### src/rtl/load_store_unit_pkg.sv
`default_nettype none
// ============================================================================
//  Package     : CtrlSigEnums
//  Description : Shared decoded-control encodings for the RV32EC core:
//                ALU ops, PC modes, LSU access widths and LSU FSM states.
//  Revision    : 1.0 - initial release
// ============================================================================
package CtrlSigEnums;

   // ALU operation select from the decoder
   typedef enum logic [3:0] {
      ALU_ADD, ALU_SUB, ALU_AND, ALU_OR, ALU_XOR,
      ALU_SLL, ALU_SRL, ALU_SRA, ALU_SLT, ALU_SLTU
   } alu_op_e;

   // Next-PC source select
   typedef enum logic [1:0] {
      PC_INC, PC_BRANCH, PC_JUMP, PC_TRAP
   } pc_mode_e;

   // LSU access width, CtrlLSU[1:0]
   localparam logic [1:0] LSN = 2'b00;
   localparam logic [1:0] LSW = 2'b01;
   localparam logic [1:0] LSH = 2'b10;
   localparam logic [1:0] LSB = 2'b11;

   // LSU state machine encoding
   localparam logic [1:0] ST_IDLE = 2'd0;
   localparam logic [1:0] ST_REQ  = 2'd1;
   localparam logic [1:0] ST_WAIT = 2'd2;
   localparam logic [1:0] ST_DONE = 2'd3;

endpackage
`default_nettype wire

### src/rtl/lsu_lane_aligner.sv
`default_nettype none
// ============================================================================
//  Module      : lsu_lane_aligner
//  Description : Pure combinational byte-lane logic for the LSU. Store side
//                replicates data across lanes and builds the byte strobes;
//                load side picks the addressed lane and extends it.
//  Revision    : 1.0 - initial release
// ============================================================================
module lsu_lane_aligner
   import CtrlSigEnums::*;
(
   input  logic [1:0]  st_width,
   input  logic [1:0]  st_lane,
   input  logic [31:0] st_data,
   output logic [31:0] st_wdata,
   output logic [3:0]  st_byte_en,
   output logic        st_misaligned,
   input  logic [1:0]  ld_width,
   input  logic [1:0]  ld_lane,
   input  logic        ld_unsigned,
   input  logic [31:0] ld_rdata,
   output logic [31:0] ld_result
);

   logic [7:0]  ld_byte;
   logic [15:0] ld_half;

   // Store steering: replicate the low bits so any lane the strobe picks is valid
   always_comb begin
      st_wdata      = st_data;
      st_byte_en    = 4'b0000;
      st_misaligned = 1'b0;
      case (st_width)
         LSW: begin
            st_byte_en    = 4'b1111;
            st_misaligned = (st_lane != 2'b00);
         end
         LSH: begin
            st_wdata      = {2{st_data[15:0]}};
            st_byte_en    = 4'b0011 << st_lane;
            st_misaligned = st_lane[0];
         end
         LSB: begin
            st_wdata   = {4{st_data[7:0]}};
            st_byte_en = 4'b0001 << st_lane;
         end
         default: ;
      endcase
   end

   // Load extraction: select the addressed lane, then sign- or zero-extend
   always_comb begin
      case (ld_lane)
         2'd0:    ld_byte = ld_rdata[7:0];
         2'd1:    ld_byte = ld_rdata[15:8];
         2'd2:    ld_byte = ld_rdata[23:16];
         default: ld_byte = ld_rdata[31:24];
      endcase
      ld_half = ld_lane[1] ? ld_rdata[31:16] : ld_rdata[15:0];
      case (ld_width)
         LSB:     ld_result = {{24{~ld_unsigned & ld_byte[7]}}, ld_byte};
         LSH:     ld_result = {{16{~ld_unsigned & ld_half[15]}}, ld_half};
         default: ld_result = ld_rdata;
      endcase
   end

endmodule
`default_nettype wire

### src/rtl/load_store_unit.sv
`default_nettype none
// ============================================================================
//  Module      : load_store_unit
//  Description : Multi-cycle RV32EC load/store unit. Issues one word-aligned
//                bus transaction per request and returns extended load data.
//  Revision    : 1.0 - initial release
// ============================================================================
module load_store_unit
   import CtrlSigEnums::*;
#(
   parameter int ADDR_W = 32
) (
   input  logic              clk,
   input  logic              rst_n,
   input  logic              Start,
   input  logic [3:0]        CtrlLSU,
   input  logic [ADDR_W-1:0] Address,
   input  logic [31:0]       StoreData,
   output logic              Busy,
   output logic              Done,
   output logic [31:0]       LoadData,
   output logic              Fault,
   output logic              MemReq,
   output logic              MemWe,
   output logic [ADDR_W-1:0] MemAddr,
   output logic [31:0]       MemWData,
   output logic [3:0]        MemByteEn,
   input  logic              MemGnt,
   input  logic              MemRValid,
   input  logic [31:0]       MemRData
);

   logic [1:0]        state;
   logic [ADDR_W-1:0] addr_q;
   logic              we_q;
   logic [31:0]       wdata_q;
   logic [3:0]        byte_en_q;
   logic [1:0]        width_q;
   logic [1:0]        lane_q;
   logic              unsigned_q;
   logic [31:0]       load_q;
   logic              fault_q;

   logic [31:0]       st_wdata;
   logic [3:0]        st_byte_en;
   logic              st_misaligned;
   logic [31:0]       ld_result;

   // Store side sees the live request; load side sees the latched access
   lsu_lane_aligner u_aligner (
      .st_width      (CtrlLSU[1:0]),
      .st_lane       (Address[1:0]),
      .st_data       (StoreData),
      .st_wdata      (st_wdata),
      .st_byte_en    (st_byte_en),
      .st_misaligned (st_misaligned),
      .ld_width      (width_q),
      .ld_lane       (lane_q),
      .ld_unsigned   (unsigned_q),
      .ld_rdata      (MemRData),
      .ld_result     (ld_result)
   );

   // Transaction FSM plus latched request and load result
   always_ff @(posedge clk or negedge rst_n) begin
      if (!rst_n) begin
         state      <= ST_IDLE;
         addr_q     <= '0;
         we_q       <= 1'b0;
         wdata_q    <= '0;
         byte_en_q  <= 4'b0000;
         width_q    <= LSN;
         lane_q     <= 2'b00;
         unsigned_q <= 1'b0;
         load_q     <= '0;
         fault_q    <= 1'b0;
      end else begin
         fault_q <= 1'b0;
         case (state)
            ST_IDLE: begin
               if (Start && (CtrlLSU[1:0] != LSN)) begin
                  if (st_misaligned) begin
                     fault_q <= 1'b1;
                  end else begin
                     addr_q     <= {Address[ADDR_W-1:2], 2'b00};
                     we_q       <= CtrlLSU[2];
                     wdata_q    <= st_wdata;
                     byte_en_q  <= st_byte_en;
                     width_q    <= CtrlLSU[1:0];
                     lane_q     <= Address[1:0];
                     unsigned_q <= CtrlLSU[3];
                     state      <= ST_REQ;
                  end
               end
            end
            ST_REQ: begin
               if (MemGnt) begin
                  state <= we_q ? ST_DONE : ST_WAIT;
               end
            end
            ST_WAIT: begin
               if (MemRValid) begin
                  load_q <= ld_result;
                  state  <= ST_DONE;
               end
            end
            default: begin
               state <= ST_IDLE;
            end
         endcase
      end
   end

   assign Busy      = (state != ST_IDLE);
   assign Done      = (state == ST_DONE);
   assign MemReq    = (state == ST_REQ);
   assign Fault     = fault_q;
   assign LoadData  = load_q;
   assign MemWe     = we_q;
   assign MemAddr   = addr_q;
   assign MemWData  = wdata_q;
   assign MemByteEn = byte_en_q;

endmodule
`default_nettype wire

### config.mk
export PLATFORM = sky130hd
export DESIGN_NAME = load_store_unit
export DESIGN_NICKNAME = d
export VERILOG_FILES = /design/src/rtl/load_store_unit_pkg.sv /design/src/rtl/lsu_lane_aligner.sv /design/src/rtl/load_store_unit.sv
export SDC_FILE = /design/constraint.sdc
export NUM_CORES = 1
export LEC_CHECK = 0
export CELL_PAD_IN_SITES_DETAIL_PLACEMENT = 1
export CELL_PAD_IN_SITES_GLOBAL_PLACEMENT = 1
export CORE_MARGIN = 4
export CORE_UTILIZATION = 35
export CTS_CLUSTER_DIAMETER = 200
export DETAILED_ROUTE_END_ITERATION = 12
export PLACE_DENSITY = 0.87
export SLEW_MARGIN = 10
export SYNTH_ARGS = -nofsm -noshare
export SYNTH_HDL_FRONTEND = slang
export SYNTH_SLANG_ARGS = --single-unit
### constraint.sdc
create_clock -name clk -period 3.9 [get_ports clk]
set_clock_uncertainty 0.05 [all_clocks]
set_input_delay 0.585 -clock clk [delete_from_list [all_inputs] [get_ports clk]]
set_output_delay 0.585 -clock clk [all_outputs]
set_load 0.1 [all_outputs]
==> results.ini, run 1 <==
[global_route]
grt.overflow.total = 0
grtUsageTotal_pct = 21.05
grt_pass1_vias = 4991
grt_max_degree = 93
antenna_found_initial = 0
grt_pass1_wl_um = 27020

[placed_design]
dp.cells = 820
place_congestion = 0.8463
hpwl_um = 12830
buffer_ports.inserted = 207

[timing]
hold_violations = 0
fin_crit_ps = 2928
finalSetupViolCount = 0
worstMarginPinSlew_ps = 1047
rsz0062_at_grt = false
drv_slew = 0
whs_ps = 279.4
max_slew_margin_pct = 29.97
finalCritPeriodShare_pct = 75.08
fmax_mhz = 341.5
final.setup.tns_ps = 0

[route]
firstDrtPassIters = 4
drt-wirelength-per-cell_um = 20.34
drtIter0Drc = 259
via_per_inst = 5.347
drtAntennaViolNets = 0
vias = 4459
drt_wl_total_um = 16960
drcViolationCount = 0

[critical_path]
crit_path_start_kind = register
cp.arrival_ps = 2290
end_kind = primary output
rr_worst_depth = 4
reg2reg_from = lane_q[1]$_DFFE_PN0P_
rrSetupSlack_ps = 1350
critPathKind = reg2out
cp_max_fo = 5
reg2reg_to = LoadData[16]$_DFFE_PN0P_
crit_required_ps = 3260

[cts]
post_cts_buffers = 0
cts_made_buffers = 9
cts_tree = yes
cts_hold_buffers = 0
clock-sinks = 107
cts_buffer_depth = 2
cts_max_level = 3
path_clk_slew_ps = 70
clkLatencyLatePin_ps = 350
cts_root_buf = clkbuf_16
cts_resized = 0

[layout]
layout_commonest_cell = clkdlybuf4s50_1
nets = 764
mostFrequentLayoutCells = clkdlybuf4s50_1, dfrtp_1, nand2_1, mux2_2, a21oi_1
syn_to_final_growth_pct = 50.01
multi_input_area_sq_um = 2141
stdcell_count = 834
register_area_sq_um = 2678
diodes = 0
nFillCells = 1487
drive_gt1_share_pct = 11.01

[die]
dieArea_sq_um = 16240
initial_core_util_pct = 35.84
die_w_um = 127.4
io_pins = 210
fp.coreArea_sq_um = 13930
chipHeight_um = 127.4
rows = 43

[min_path]
min_path_type = in2async

[logic_synthesis]
synth_area_sq_um = 4994
yosysSeqAreaShare_pct = 53.62
ys_warn_count = 0
syn_inst = 458
synth_cell_types = 42
ys_seq_elements = 107
avgSynthCellArea_sq_um = 10.90

[status]
status = completed

[flow_run]
cap_violations = 0

[cell families (layout without fill, tap and decap cells)]
logic type / Yosys count / count (layout) / synth area share [%]
adder cells (fa/ha/maj): 8 / 8 / 2.005
buffers and inverters: 42 / 237 / 3.583
AO/OA/AOI/OAI: 137 / 137 / 18.52
other: 1 / 2 / 0.07510
flip-flops: 107 / 107 / 53.62
AND/OR/NAND/NOR: 107 / 107 / 9.572
multiplexers: 56 / 56 / 12.63
[stage by stage]
step	util, %	worst slack, ps	instance area [sq um]
finish	53.76	972.0	7491
global route	53.76	849.1	7491
CTS	53.76	939.1	7491
detailed placement	51.73	855.9	7208
global placement	51.73	970.7	7208
floorplan	-	1792	4997
[worst max-delay path: stages (launching register included)]
cell and delay, ps:
dfrtp_1 400, inv_1 80, ha_1 260, inv_1 70, clkdlybuf4s50_1 1130
[cells in the mapped netlist (all sizes together)]
master | n | area, sq um
a221o | 7 | 70.07
a21oi | 34 | 170.2
nor2b | 11 | 68.82
buf | 13 | 70.07
o22ai | 1 | 6.260
conb | 1 | 3.750
clkbuf | 19 | 71.32
a211oi | 24 | 180.2
a222oi | 1 | 10.01
o2bb2ai | 7 | 61.31
o21ai | 32 | 163.9
nor3 | 9 | 56.31
o211ai | 2 | 15.01
ha | 8 | 100.1
nand4 | 1 | 6.260
a32oi | 1 | 8.760
a311oi | 1 | 8.760
and2 | 4 | 27.53
o31ai | 1 | 7.510
nand2 | 50 | 187.7
mux2 | 46 | 518.0
a22oi | 8 | 60.06
a22o | 8 | 70.07
a31oi | 1 | 6.260
o32a | 1 | 10.01
mux4 | 1 | 22.52
nand3 | 2 | 10.01
nor3b | 1 | 7.510
mux2i | 9 | 90.09
nand2b | 1 | 6.260
inv | 9 | 33.78
o21a | 1 | 15.01
clkinv | 1 | 3.750
dfrtp | 107 | 2678
o22a | 7 | 61.31
nor2 | 28 | 107.6
[registers in the layout (all words and copies together), names as in the netlist]
| name | count |
|---|---|
| LoadData | 32 |
| MemWData | 32 |
| MemAddr | 30 |
| MemByteEn | 4 |
| lane_q | 2 |
| state | 2 |
| width_q | 2 |
| Fault | 1 |
| MemWe | 1 |
| unsigned_q | 1 |
[area by class of cell]
class | instances | area share (%)
timing repair buffer | 213 | 28.39
clock buffer | 11 | 3.240
tap | 180 | 3.007
inverter | 10 | 0.5011
multi-input combinational | 310 | 28.58
clock inverter | 3 | 0.5345
sequential | 107 | 35.74
[how the worst max path moves through the flow]
stage / startpoint / cells after the start / end / slack [ps]
global placement: CtrlLSU[0] / 7 / MemAddr[17]$_DFFE_PN0P_ / 970
finish: state[0]$_DFFE_PN0P_ / 4 / Busy / 970
global route: state[0]$_DFFE_PN0P_ / 4 / Busy / 850
detailed placement: CtrlLSU[0] / 7 / MemAddr[7]$_DFFE_PN0P_ / 860
floorplan: CtrlLSU[1] / 6 / MemAddr[27]$_DFFE_PN0P_ / 1790
CTS: state[0]$_DFFE_PN0P_ / 4 / Busy / 940
[per-layer routing]
layer | GRT usage [%] | vias to the layer above | share of wire [%]
met3 | 7.358 | 25 | 8.9
li1 | - | 2027 | -
met4 | 7.192 | 0 | 2.3
met5 | 0 | - | 0
met1 | 24.87 | 2229 | 40
met2 | 35.68 | 178 | 49
Power of run 1 is left out: the tool's default activity adds up to more than one toggle a clock period on the data nets, which glitch-free logic cannot reach.
==> run 2, diff against run 1 <==
CORE_UTILIZATION = 29   (was 35)
PLACE_DENSITY = 0.77   (was 0.87)
clock period = 2.6 ns   (was 3.9 ns; I/O delays follow)
==> results.ini, run 2 (same netlist as run 1, synthesis figures left out) <==
[placed_design]
place_congestion = 0.8473  ; +0.12%
dp.cells = 873  ; +6.5%
buffer_ports.inserted = 207  ; unchanged
pre_cts_ws_ps = 41.83  ; -814.0 ps
hpwl_um = 13300  ; +3.7%

[route]
drcViolationCount = 0  ; unchanged
firstDrtPassIters = 4  ; unchanged
via_per_inst = 4.934  ; -7.7%
drtAntennaViolNets = 0  ; unchanged
vias = 4381  ; -1.7%
drtIter0Drc = 135  ; -48%
drt_wl_total_um = 16960  ; about the same
drt-wirelength-per-cell_um = 19.10  ; -6.1%

[die]
initial_core_util_pct = 29.90  ; -5.9 points
io_pins = 210  ; unchanged
rows = 47  ; +9.3%
chipHeight_um = 139.2  ; +9.2%
die_w_um = 139.2  ; +9.2%
fp.coreArea_sq_um = 16700  ; +20%
dieArea_sq_um = 19380  ; +19%

[critical_path]
end_kind = register
critPathKind = in2reg
cp_max_fo = 3  ; -2
cp.arrival_ps = 2400  ; +110 ps
rr_worst_depth = 7  ; +3
crit_required_ps = 2780  ; -480 ps
crit_path_start_kind = input pin

[cts]
cts_tree = yes
clkLatencyLatePin_ps = 350  ; about the same
path_clk_slew_ps = 70  ; about the same
cts_max_level = 3  ; unchanged
cts_buffer_depth = 2  ; unchanged
clock-sinks = 107  ; unchanged
cts_root_buf = clkbuf_16
cts_resized = 0  ; unchanged
cts_made_buffers = 9  ; unchanged
post_cts_buffers = 0  ; unchanged
cts_hold_buffers = 0  ; unchanged

[timing]
final.setup.tns_ps = 0  ; unchanged
drv_slew = 0  ; unchanged
finalCritPeriodShare_pct = 85.12
rsz0062_at_grt = false
fmax_mhz = 451.8
fin_crit_ps = 2213
hold_violations = 0  ; unchanged
worstMarginPinSlew_ps = 764.8  ; -282.3 ps
setup_ws_ps = 386.8  ; -585.2 ps
max_slew_margin_pct = 49.00  ; +19 points
finalSetupViolCount = 0  ; unchanged

[global_route]
grt.overflow.total = 0  ; unchanged
grtUsageTotal_pct = 17.49  ; -3.6 points
grt_pass1_wl_um = 27230  ; +0.79%
grt_max_degree = 69  ; -26%
grt_pass1_vias = 4879  ; -2.2%
antenna_found_initial = 0  ; unchanged

[flow_run]
cap_violations = 0  ; unchanged

[layout]
post-route-util_pct = 44.55  ; -9.2 points
nets = 777  ; +1.7%
mostFrequentLayoutCells = buf_4, dfrtp_1, clkdlybuf4s50_1, nand2_1, mux2_2
stdcell_count = 888  ; +6.5%
layout_commonest_cell = buf_4
drive_gt1_share_pct = 28.44  ; +17 points
syn_to_final_growth_pct = 49.01
diodes = 0  ; unchanged

[status]
status = completed

[min_path]
min_path_type = in2async

[run 2: cell count changes in the layout (fill, tap and decap cells not counted)]
cell             delta
buf_4             +115
clkinv_2            +1
clkdlybuf4s50_1   -103
clkbuf_8            -1
clkbuf_1            -1
buf_12              +1
bufinv_16           +2
[run 2: cell type report]
cell class	instances	area, sq um
fill	1821	9260
timing repair buffer	226	1979
multi-input combinational	310	2141
sequential	107	2678
inverter	10	37.54
tap	220	275.3
clock buffer	9	225.2
clock inverter	6	105.1
[run 2: metal layers]
layer  vias up  part of all wire (%)  track usage [%]  wire, um
met2       150                    49            29.34      8379
met5         -                     0                0         0
met1      2149                    42            21.83      7088
met4         0                   1.5            4.892       251
met3        16                   7.3            5.455      1243
li1       2066                     -                -         -
[run 2: metrics by stage]
stage,cell area [sq um],hold slack [ps]
floorplan,4997,44.41
global placement,7111,417.2
detailed placement,7111,425.9
CTS,7441,49.99
global route,7441,73.15
finish,7441,22.34
[run 2: worst max-delay path, stage by stage]
cell             delay (ps)
clkdlybuf4s50_1         500
inv_1                    90
ha_1                    230
o211ai_1                290
nand3_1                 130
a222oi_1                370
mux2_2                  390
[run 2: worst paths after layout]
check	endpoint	startpoint	slack (ps)
setup / recovery	state[1]$_DFFE_PN0P_	CtrlLSU[0]	390
hold / removal	MemAddr[2]$_DFFE_PN0P_	rst_n	20
setup reg to reg	LoadData[1]$_DFFE_PN0P_	state[0]$_DFFE_PN0P_	550
hold reg to reg	MemWData[23]$_DFFE_PN0P_	MemWData[23]$_DFFE_PN0P_	440
max in group asynchronous	MemByteEn[3]$_DFFE_PN0P_	rst_n	1700
min in group clk	MemWData[23]$_DFFE_PN0P_	MemWData[23]$_DFFE_PN0P_	440
Power of run 2 is left out for the same reason.
